File: src/rtl/ir_pkg.sv
// Shared definitions for the instruction-memory loader and the instruction controller.
// Holds the loader state encoding, the IM word stride and the default bus widths.
// No ports; imported with `import ir_pkg::*`.
package ir_pkg;

  // Default widths shared by the loader and the controller that reads IM back
  localparam int DATA_SIZE    = 32;
  localparam int IM_ADDR_SIZE = 10;

  // IM is byte addressed; each instruction occupies one 32-bit word
  localparam int IM_WORD_STRIDE = 4;

  typedef enum logic [1:0] {
    ST_IDLE  = 2'd0,
    ST_LOAD  = 2'd1,
    ST_WRITE = 2'd2,
    ST_DONE  = 2'd3
  } loader_state_t;

endpackage

File: src/rtl/im_checksum.sv
// XOR accumulator over every instruction word written to IM.
// Latency: o_csum reflects an update one cycle after i_update; no backpressure.
// Ports: i_clk, i_rst_n (async active-low), i_clear, i_update, i_data -> o_csum.
module im_checksum #(
  parameter int DataSize = 32
) (
  input  logic                i_clk,
  input  logic                i_rst_n,
  input  logic                i_clear,
  input  logic                i_update,
  input  logic [DataSize-1:0] i_data,
  output logic [DataSize-1:0] o_csum
);

  logic [DataSize-1:0] r_csum;

  always_ff @(posedge i_clk or negedge i_rst_n) begin
    if (!i_rst_n) begin
      r_csum <= '0;
    end else if (i_clear) begin
      r_csum <= '0;
    end else if (i_update) begin
      r_csum <= r_csum ^ i_data;
    end
  end

  assign o_csum = r_csum;

endmodule

File: src/rtl/im_loader.sv
// Program loader: streams instruction words into IM at consecutive word addresses.
// Latency: accept -> IM write 1 cycle; throughput 1 word / 2 cycles.
// Backpressure: in_ready high only in LOAD; the source holds its word otherwise.
//
// Ports:
//   clock, reset_n (async active-low)
//   start                          begin a new load (taken in IDLE/DONE only)
//   in_valid/in_data/in_last       instruction stream, in_ready back to source
//   IM_address/IM_in               IM write address (bytes) and data
//   enable_im/enable_im_write      IM chip and write enables, one cycle per word
//   total_ir                       words written; program length once done
//   load_im_done                   load finished, held until next start/reset
//   load_err                       sticky overflow: MaxIns words seen without in_last
//   load_csum                      XOR of written words, only with IM_LOADER_CHECKSUM_EN
module im_loader
  import ir_pkg::*;
#(
  parameter int DataSize   = DATA_SIZE,
  parameter int IMAddrSize = IM_ADDR_SIZE,
  parameter int IM_BASE    = 0,
  parameter int MaxIns     = 256
) (
  input  logic                  clock,
  input  logic                  reset_n,
  input  logic                  start,
  input  logic                  in_valid,
  input  logic [DataSize-1:0]   in_data,
  input  logic                  in_last,
  output logic                  in_ready,
  output logic [IMAddrSize-1:0] IM_address,
  output logic [DataSize-1:0]   IM_in,
  output logic                  enable_im,
  output logic                  enable_im_write,
  output logic [15:0]           total_ir,
  output logic                  load_im_done,
`ifdef IM_LOADER_CHECKSUM_EN
  output logic [DataSize-1:0]   load_csum,
`endif
  output logic                  load_err
);

  localparam logic [IMAddrSize-1:0] BASE_ADDR = IMAddrSize'(IM_BASE);
  localparam logic [IMAddrSize-1:0] STRIDE    = IMAddrSize'(IM_WORD_STRIDE);
  localparam logic [15:0]           MAX_INS_W = 16'(MaxIns);

  loader_state_t         r_state;
  loader_state_t         w_next_state;
  logic [IMAddrSize-1:0] r_im_address;
  logic [DataSize-1:0]   r_im_in;
  logic [15:0]           r_total_ir;
  logic                  r_last_q;
  logic                  r_load_err;

  logic                  w_start_load;
  logic                  w_accept;
  logic                  w_write_exit;
  logic                  w_at_max;

  // The word being written now is the MaxIns-th one
  assign w_at_max = ((r_total_ir + 16'd1) == MAX_INS_W);

  always_ff @(posedge clock or negedge reset_n) begin
    if (!reset_n) begin
      r_state <= ST_IDLE;
    end else begin
      r_state <= w_next_state;
    end
  end

  always_comb begin
    w_next_state    = r_state;
    w_start_load    = 1'b0;
    w_accept        = 1'b0;
    w_write_exit    = 1'b0;
    in_ready        = 1'b0;
    enable_im       = 1'b0;
    enable_im_write = 1'b0;
    load_im_done    = 1'b0;
    case (r_state)
      ST_IDLE: begin
        if (start) begin
          w_start_load = 1'b1;
          w_next_state = ST_LOAD;
        end
      end
      ST_LOAD: begin
        in_ready = 1'b1;
        if (in_valid) begin
          w_accept     = 1'b1;
          w_next_state = ST_WRITE;
        end
      end
      ST_WRITE: begin
        enable_im       = 1'b1;
        enable_im_write = 1'b1;
        w_write_exit    = 1'b1;
        // A last word wins over the overflow limit, so a full-length
        // program terminated by in_last finishes without an error.
        if (r_last_q || w_at_max) begin
          w_next_state = ST_DONE;
        end else begin
          w_next_state = ST_LOAD;
        end
      end
      ST_DONE: begin
        load_im_done = 1'b1;
        if (start) begin
          w_start_load = 1'b1;
          w_next_state = ST_LOAD;
        end
      end
      default: begin
        w_next_state = ST_IDLE;
      end
    endcase
  end

  always_ff @(posedge clock or negedge reset_n) begin
    if (!reset_n) begin
      r_im_address <= BASE_ADDR;
      r_im_in      <= '0;
      r_total_ir   <= '0;
      r_last_q     <= 1'b0;
      r_load_err   <= 1'b0;
    end else begin
      if (w_start_load) begin
        r_im_address <= BASE_ADDR;
        r_total_ir   <= '0;
        r_load_err   <= 1'b0;
      end
      if (w_accept) begin
        r_im_in  <= in_data;
        r_last_q <= in_last;
      end
      if (w_write_exit) begin
        r_total_ir   <= r_total_ir + 16'd1;
        r_im_address <= r_im_address + STRIDE;
        if (!r_last_q && w_at_max) begin
          r_load_err <= 1'b1;
        end
      end
    end
  end

  assign IM_address = r_im_address;
  assign IM_in      = r_im_in;
  assign total_ir   = r_total_ir;
  assign load_err   = r_load_err;

`ifdef IM_LOADER_CHECKSUM_EN
  // Updated with the same word IM receives, so it is final once DONE is reached
  im_checksum #(
    .DataSize (DataSize)
  ) u_im_checksum (
    .i_clk    (clock),
    .i_rst_n  (reset_n),
    .i_clear  (w_start_load),
    .i_update (w_write_exit),
    .i_data   (r_im_in),
    .o_csum   (load_csum)
  );
`endif

endmodule

File: config.mk
export PLATFORM = sky130hd
export DESIGN_NAME = im_loader
export DESIGN_NICKNAME = d
export VERILOG_FILES = /design/src/rtl/ir_pkg.sv /design/src/rtl/im_checksum.sv /design/src/rtl/im_loader.sv
export SDC_FILE = /design/constraint.sdc
export NUM_CORES = 1
export LEC_CHECK = 0
export CORE_ASPECT_RATIO = 0.75
export CORE_MARGIN = 2
export CORE_UTILIZATION = 45
export CTS_BUF_LIST = sky130_fd_sc_hd__clkbuf_16
export CTS_CLUSTER_SIZE = 28
export DETAILED_ROUTE_END_ITERATION = 8
export PLACE_DENSITY = 0.82
export SLEW_MARGIN = 25
export SYNTH_ARGS = -nofsm -noshare
export SYNTH_HDL_FRONTEND = slang
export SYNTH_SLANG_ARGS = --single-unit
File: constraint.sdc
create_clock -name clock -period 2.8 [get_ports clock]
set_input_delay 0.56 -clock clock [delete_from_list [all_inputs] [get_ports clock]]
set_output_delay 0.56 -clock clock [all_outputs]
set_load 0.01 [all_outputs]
# Word level (Yosys, flattened, before mapping)
# Cells that the tools add are included.
# classes
eq_ne,6
n_mux,18
n_addsub,2
n_reduce_logical,7
# ops
cell,n
16-bit 2-to-1 mux,2
10-bit 2-to-1 mux,2
"16-bit by 1-bit adder with 16-bit output, second input constant",1
"16-bit by 9-bit equality test with 1-bit output, second input constant",1
"10-bit by 3-bit adder with 10-bit output, second input constant",1
1-bit 2-to-1 mux,10
2-bit 2-to-1 mux,3
2-bit one-hot mux with 3 select lines,1
"2-bit equality test, second input constant",2
"2-bit by 1-bit equality test with 1-bit output, second input constant",1
2-bit logical NOT,1
"2-bit by 1-bit != test with 1-bit output, second input constant",1
"2-bit != test, second input constant",1
2-bit AND reduction,1
2-bit nonzero test,1
2-bit OR reduction,1
1-bit logical AND,1
1-bit logical NOT,1
1-bit logical OR,1
# word_totals
ff_bits,62
output_inout_bits,63
inputBits,37

# Logic depth before layout (Yosys ltp)
# depth
word_depth,6
mapped_depth,8
ltp_nobuf,7

# Least setup slack after synthesis
# Ideal clock, no wire load.
# synth_path
path_kind,flip-flop to flip-flop
startpoint,register r_total_ir[0] (netlist: total_ir[0])
endpoint,register r_load_err (netlist: load_err)
t_required_ns,2.708
arrival_ns,2.282
stages_incl_launch_ff,9
path_buffers,1
setup_slack_ns,0.426
cell_sequence,dfrtp_1 > ha_1 > buf_6 > or3b_1 > a211o_1 > o31ai_1 > o21ai_1 > or4_4 > o31ai_2
# synth_via
elab_chain_len,5
# synth_rtl
item,line,source
start: declaration,im_loader.sv:50,logic [15:0] r_total_ir;
start signal: assignment,im_loader.sv:136,r_total_ir <= r_total_ir + 16'd1;
16-bit by 1-bit adder with 16-bit output,im_loader.sv:60,assign w_at_max = ((r_total_ir + 16'd1) == MAX_INS_W);
16-bit by 9-bit equality test with 1-bit output,im_loader.sv:60,
1-bit logical AND,im_loader.sv:138,if (!r_last_q && w_at_max) begin
1-bit 2-to-1 mux,im_loader.sv:138,
1-bit 2-to-1 mux,im_loader.sv:135,if (w_write_exit) begin
end signal: assignment,im_loader.sv:124,r_load_err <= 1'b0;
end signal: assignment,im_loader.sv:129,r_load_err <= 1'b0;
end signal: assignment,im_loader.sv:139,r_load_err <= 1'b1;
end: declaration,im_loader.sv:52,logic r_load_err;
# No other way between the ends.
# A chain may end at the register's enable or synchronous reset.

# Worst setup path in the final report
# layout_path
startpoint,register r_total_ir[0] (netlist: total_ir[0])
endpoint,register r_state[1]
# layout_via
elab_chain_len,5
# layout_rtl
item,line,source
16-bit by 1-bit adder with 16-bit output,im_loader.sv:60,
16-bit by 9-bit equality test with 1-bit output,im_loader.sv:60,
1-bit logical OR,im_loader.sv:99,if (r_last_q || w_at_max) begin
2-bit 2-to-1 mux,im_loader.sv:99,
2-bit one-hot mux with 3 select lines,im_loader.sv:79,case (r_state)
end signal: assignment,im_loader.sv:66,r_state <= w_next_state;
end: declaration,im_loader.sv:46,loader_state_t r_state;
# No other way between the ends.

==> summary.md <==
| Metric | Value |
|---|---|
| # clock sinks | 60 |
| Total Routed Length | 6710 um |
| Hold Fails Final Rpt | 0 |
| Final std cells w/o fill | 436 |
| Remaining DRCs | 0 |
| Mux contribution to synthesized area | 0.134 |
| Area Overhead vs Synth | 42.4% |
| Post-synthesis xor/xnor area fraction | 0.0540 |
| Hold slack | 0.177 ns |
| Final antenna-violating net count | 0 |
| CP Launch Type | register |
| Synth Area in Adders | 0.0300 |
| Placed cell area | 3900 um2 |
| Root buffer cell | clkbuf_16 |
| I/O pin count | 100 |
| Remaining Overflow, GRT | 0 |
| Seq cells post-synth | 60 |
| Htree depth | 3 |
| Critical path arrival | 2.80 ns |
| Sequential fraction of the synthesis area | 0.514 |
| Setup Buffers After CTS | 0 |
| GP Congestion | between 0.9 and 1 |
| Clock Skews | about 0.0045 ns |
| Leakage | approximately 1.7 nW |
| Synth Area in Compound Gates | 0.0916 |
| Worst Setup End Kind | register |
| Clock latency at the later pin of the worst-skew pair | 0.32 ns |
| Post-Synth Simple-Gate Area | 0.119 |
| Core Region | 6290 um2 |
| Worst vdd ir | approximately 0.56 mV |
| Req. time, crit path | around 3 ns |
| Min cycle time layout | 2.56 ns |
| Fin Setup TNS | 0 ns |
| Chip height | 73.8 um |
| Mapped Cells | 256 |
| CP peak stage delay | about 0.54 ns |
| Global-route usage over all layers | 0.186 |
| Max_cap viols | 0 |
| Final non-filler cell area | between 4000 and 5000 um2 |
| Clock slew at reported path FFs | 0.05 ns |
| Post-CTS sizing | 0 |
| Final Cycle Share | 0.913 |
| Cell Rows | 25 |
| Layout cell share with drive strength beyond 1 | 0.175 |
| Fin. max-slew vios | 0 |
| RSZ-0062 raised after global routing | false |
| Crit path max fanout | 7 |
| Fmax | between 300 and 400 MHz |
| CP max-delay cell | or4_4 |
| Status | finished, final reports clean |
| Iter 0 DRT Violations | about 110 |
| Ant diodes | 0 |
| CP Class | reg2reg |
| Avg Inst Size Synth | 11.4 um2 |
| Inst Count DP | between 400 and 500 |
| Largest net degree at the start of global routing | 44 |
| Most frequent CP cell | or4_4 |
| Clk buf depth | 2 |
| Tot Pwr | 3.73 mW |
| Via count | 2219 |
| Via/cell ratio | approximately 5.1 |
| TritonCTS buffer count | 9 |
| CTS tree | built |
| Class of the worst hold path | in2async |
| Buffers & Inverters on Critical Path | 0 |
| Largest family of logic cells by synthesized area | multiplexers |
| Crit-path cells | ha_1 > nand3_1 > or4_4 > mux2i_1 > nand4b_1 > or4_4 > a41oi_2 |
| NumNets Final | 395 |
| Setup violators final | 0 |
| Unique cell type count in the Yosys netlist | 42 |
| Die W | 97.0 um |
| Drt first pass iters | 4 |
| Area of the die | 7160 um2 |
| Synth warn | 0 |
| PortBufs | 97 |
| First-pass GRT wire length | around 10000 um |
| Initial antenna violation count | 0 |
| Vias in the first global route | approximately 2100 |
| CP top delay family | simple AND/OR/NAND/NOR gates |
| Mapped Area | 2920 um2 |
| WL/cell | 15.4 um |
| Starting Density | 0.465 |
| Hpwl dp | 4760 um |
| Post-CTS Hold Buffers | 0 |
| PwrDens | 897 nW/um2 |
[logic make-up (layout without fill, tap and decap cells)]
| group | after synthesis | after routing |
|---|---|---|
| DFF | 60 | 60 |
| and+or+nand+nor | 67 | 67 |
| other | 1 | 2 |
| AOI/OAI and AO/OA | 42 | 42 |
| buffers and inverters | 26 | 124 |
| adders and majority gates | 7 | 7 |
| muxes | 35 | 35 |
| xor gates and xnor gates | 18 | 18 |
[placed cells by master, fill, tap and decap left out, types with 2 or more instances in the layout]
| master | count |
|---|---|
| a21oi_1 | 5 |
| a22o_1 | 4 |
| a31oi_1 | 2 |
| buf_4 | 3 |
| clkbuf_16 | 9 |
| clkdlybuf4s50_1 | 96 |
| clkinv_1 | 2 |
| clkinv_2 | 2 |
| clkinvlp_4 | 2 |
| conb_1 | 2 |
| dfrtp_1 | 60 |
| ha_1 | 7 |
| inv_1 | 8 |
| mux2_2 | 33 |
| mux2i_1 | 2 |
| nand2_1 | 27 |
| nand3_1 | 11 |
| nand4_1 | 3 |
| nand4_2 | 2 |
| nor2_1 | 9 |
| nor3_1 | 4 |
| o21ai_0 | 21 |
| o31ai_1 | 2 |
| or4_4 | 2 |
| xnor2_1 | 14 |
| xor2_1 | 4 |
[state kept, by name, summed over array words and instances (netlist names)]
name and cells:
IM_in 32, total_ir 16, IM_address 8, r_state 2
load_err 1, r_last_q 1
[cell usage after synthesis]
cell type | number | share of area
or4_4 | 2 | 0.0077
mux2i_1 | 2 | 0.0069
inv_1 | 8 | 0.010
conb_1 | 1 | 0.0013
or3b_1 | 1 | 0.0030
nand3_1 | 11 | 0.019
mux2_2 | 33 | 0.13
xor2_1 | 4 | 0.012
buf_6 | 6 | 0.023
nor2_1 | 9 | 0.012
a22o_1 | 4 | 0.012
clkbuf_1 | 3 | 0.0039
and3_1 | 1 | 0.0021
a311oi_1 | 1 | 0.0030
nand4b_1 | 1 | 0.0030
nand4_1 | 3 | 0.0064
nand2_1 | 27 | 0.035
o21ai_1 | 1 | 0.0017
buf_2 | 1 | 0.0017
a41oi_2 | 1 | 0.0056
o31ai_2 | 1 | 0.0043
ha_1 | 7 | 0.030
dfrtp_1 | 60 | 0.51
a21oi_1 | 5 | 0.0086
or2_1 | 1 | 0.0021
o31ai_1 | 2 | 0.0051
o21ai_0 | 21 | 0.036
nor2b_1 | 1 | 0.0021
a31oi_1 | 2 | 0.0043
a211o_1 | 1 | 0.0030
nor4_2 | 1 | 0.0043
nor3_1 | 4 | 0.0069
nand4_2 | 2 | 0.0086
o22ai_1 | 1 | 0.0021
or2_2 | 1 | 0.0021
buf_4 | 5 | 0.013
buf_1 | 3 | 0.0039
nand3_2 | 1 | 0.0034
o211ai_1 | 1 | 0.0026
xnor2_1 | 14 | 0.042
and3_2 | 1 | 0.0026
o21ba_2 | 1 | 0.0034
[worst paths after layout]
path                              from    endpoint  slack (ns)  cells past startpoint
hold reg to reg               load_err    load_err        0.49                      2
hold / removal                 reset_n   IM_in[20]        0.18                      1
min in group clock            load_err    load_err        0.49                      2
setup / recovery           total_ir[0]  r_state[1]        0.24                      7
max in group asynchronous      reset_n    IM_in[0]        2.06                      2
setup reg to reg           total_ir[0]  r_state[1]        0.24                      7
[power breakdown]
| group | internal, mW | switching (mW) |
|---|---|---|
| combinational | 0.854 | 0.609 |
| sequential | 1.15 | 0.176 |
| clock | 0.582 | 0.357 |
| total | 2.59 | 1.14 |
[final cells by class]
type                       count  area [um2]
fill                         493        2130
sequential                    60        1500
multi-input combinational    171        1260
timing repair buffer         101        1010
clock buffer                   9         225
tap                           81         101
clock inverter                 6        32.5
inverter                       8        30.0
[routing by layer]
layer / vias to the layer above / global-route usage / part of all wire
met5: - / 0 / 0
met4: 0 / 0.0376 / 0.0040
met3: 3 / 0.0704 / 0.051
met2: 59 / 0.316 / 0.51
met1: 1081 / 0.232 / 0.44
li1: 1076 / - / -
[per-stage QoR]
step,util,worst slack [ns]
floorplan,-,0.426
global placement,0.621,0.396
detailed placement,0.621,0.263
CTS,0.662,0.255
global route,0.662,0.0904
finish,0.662,0.244
(Power assumes the default switching activity.)
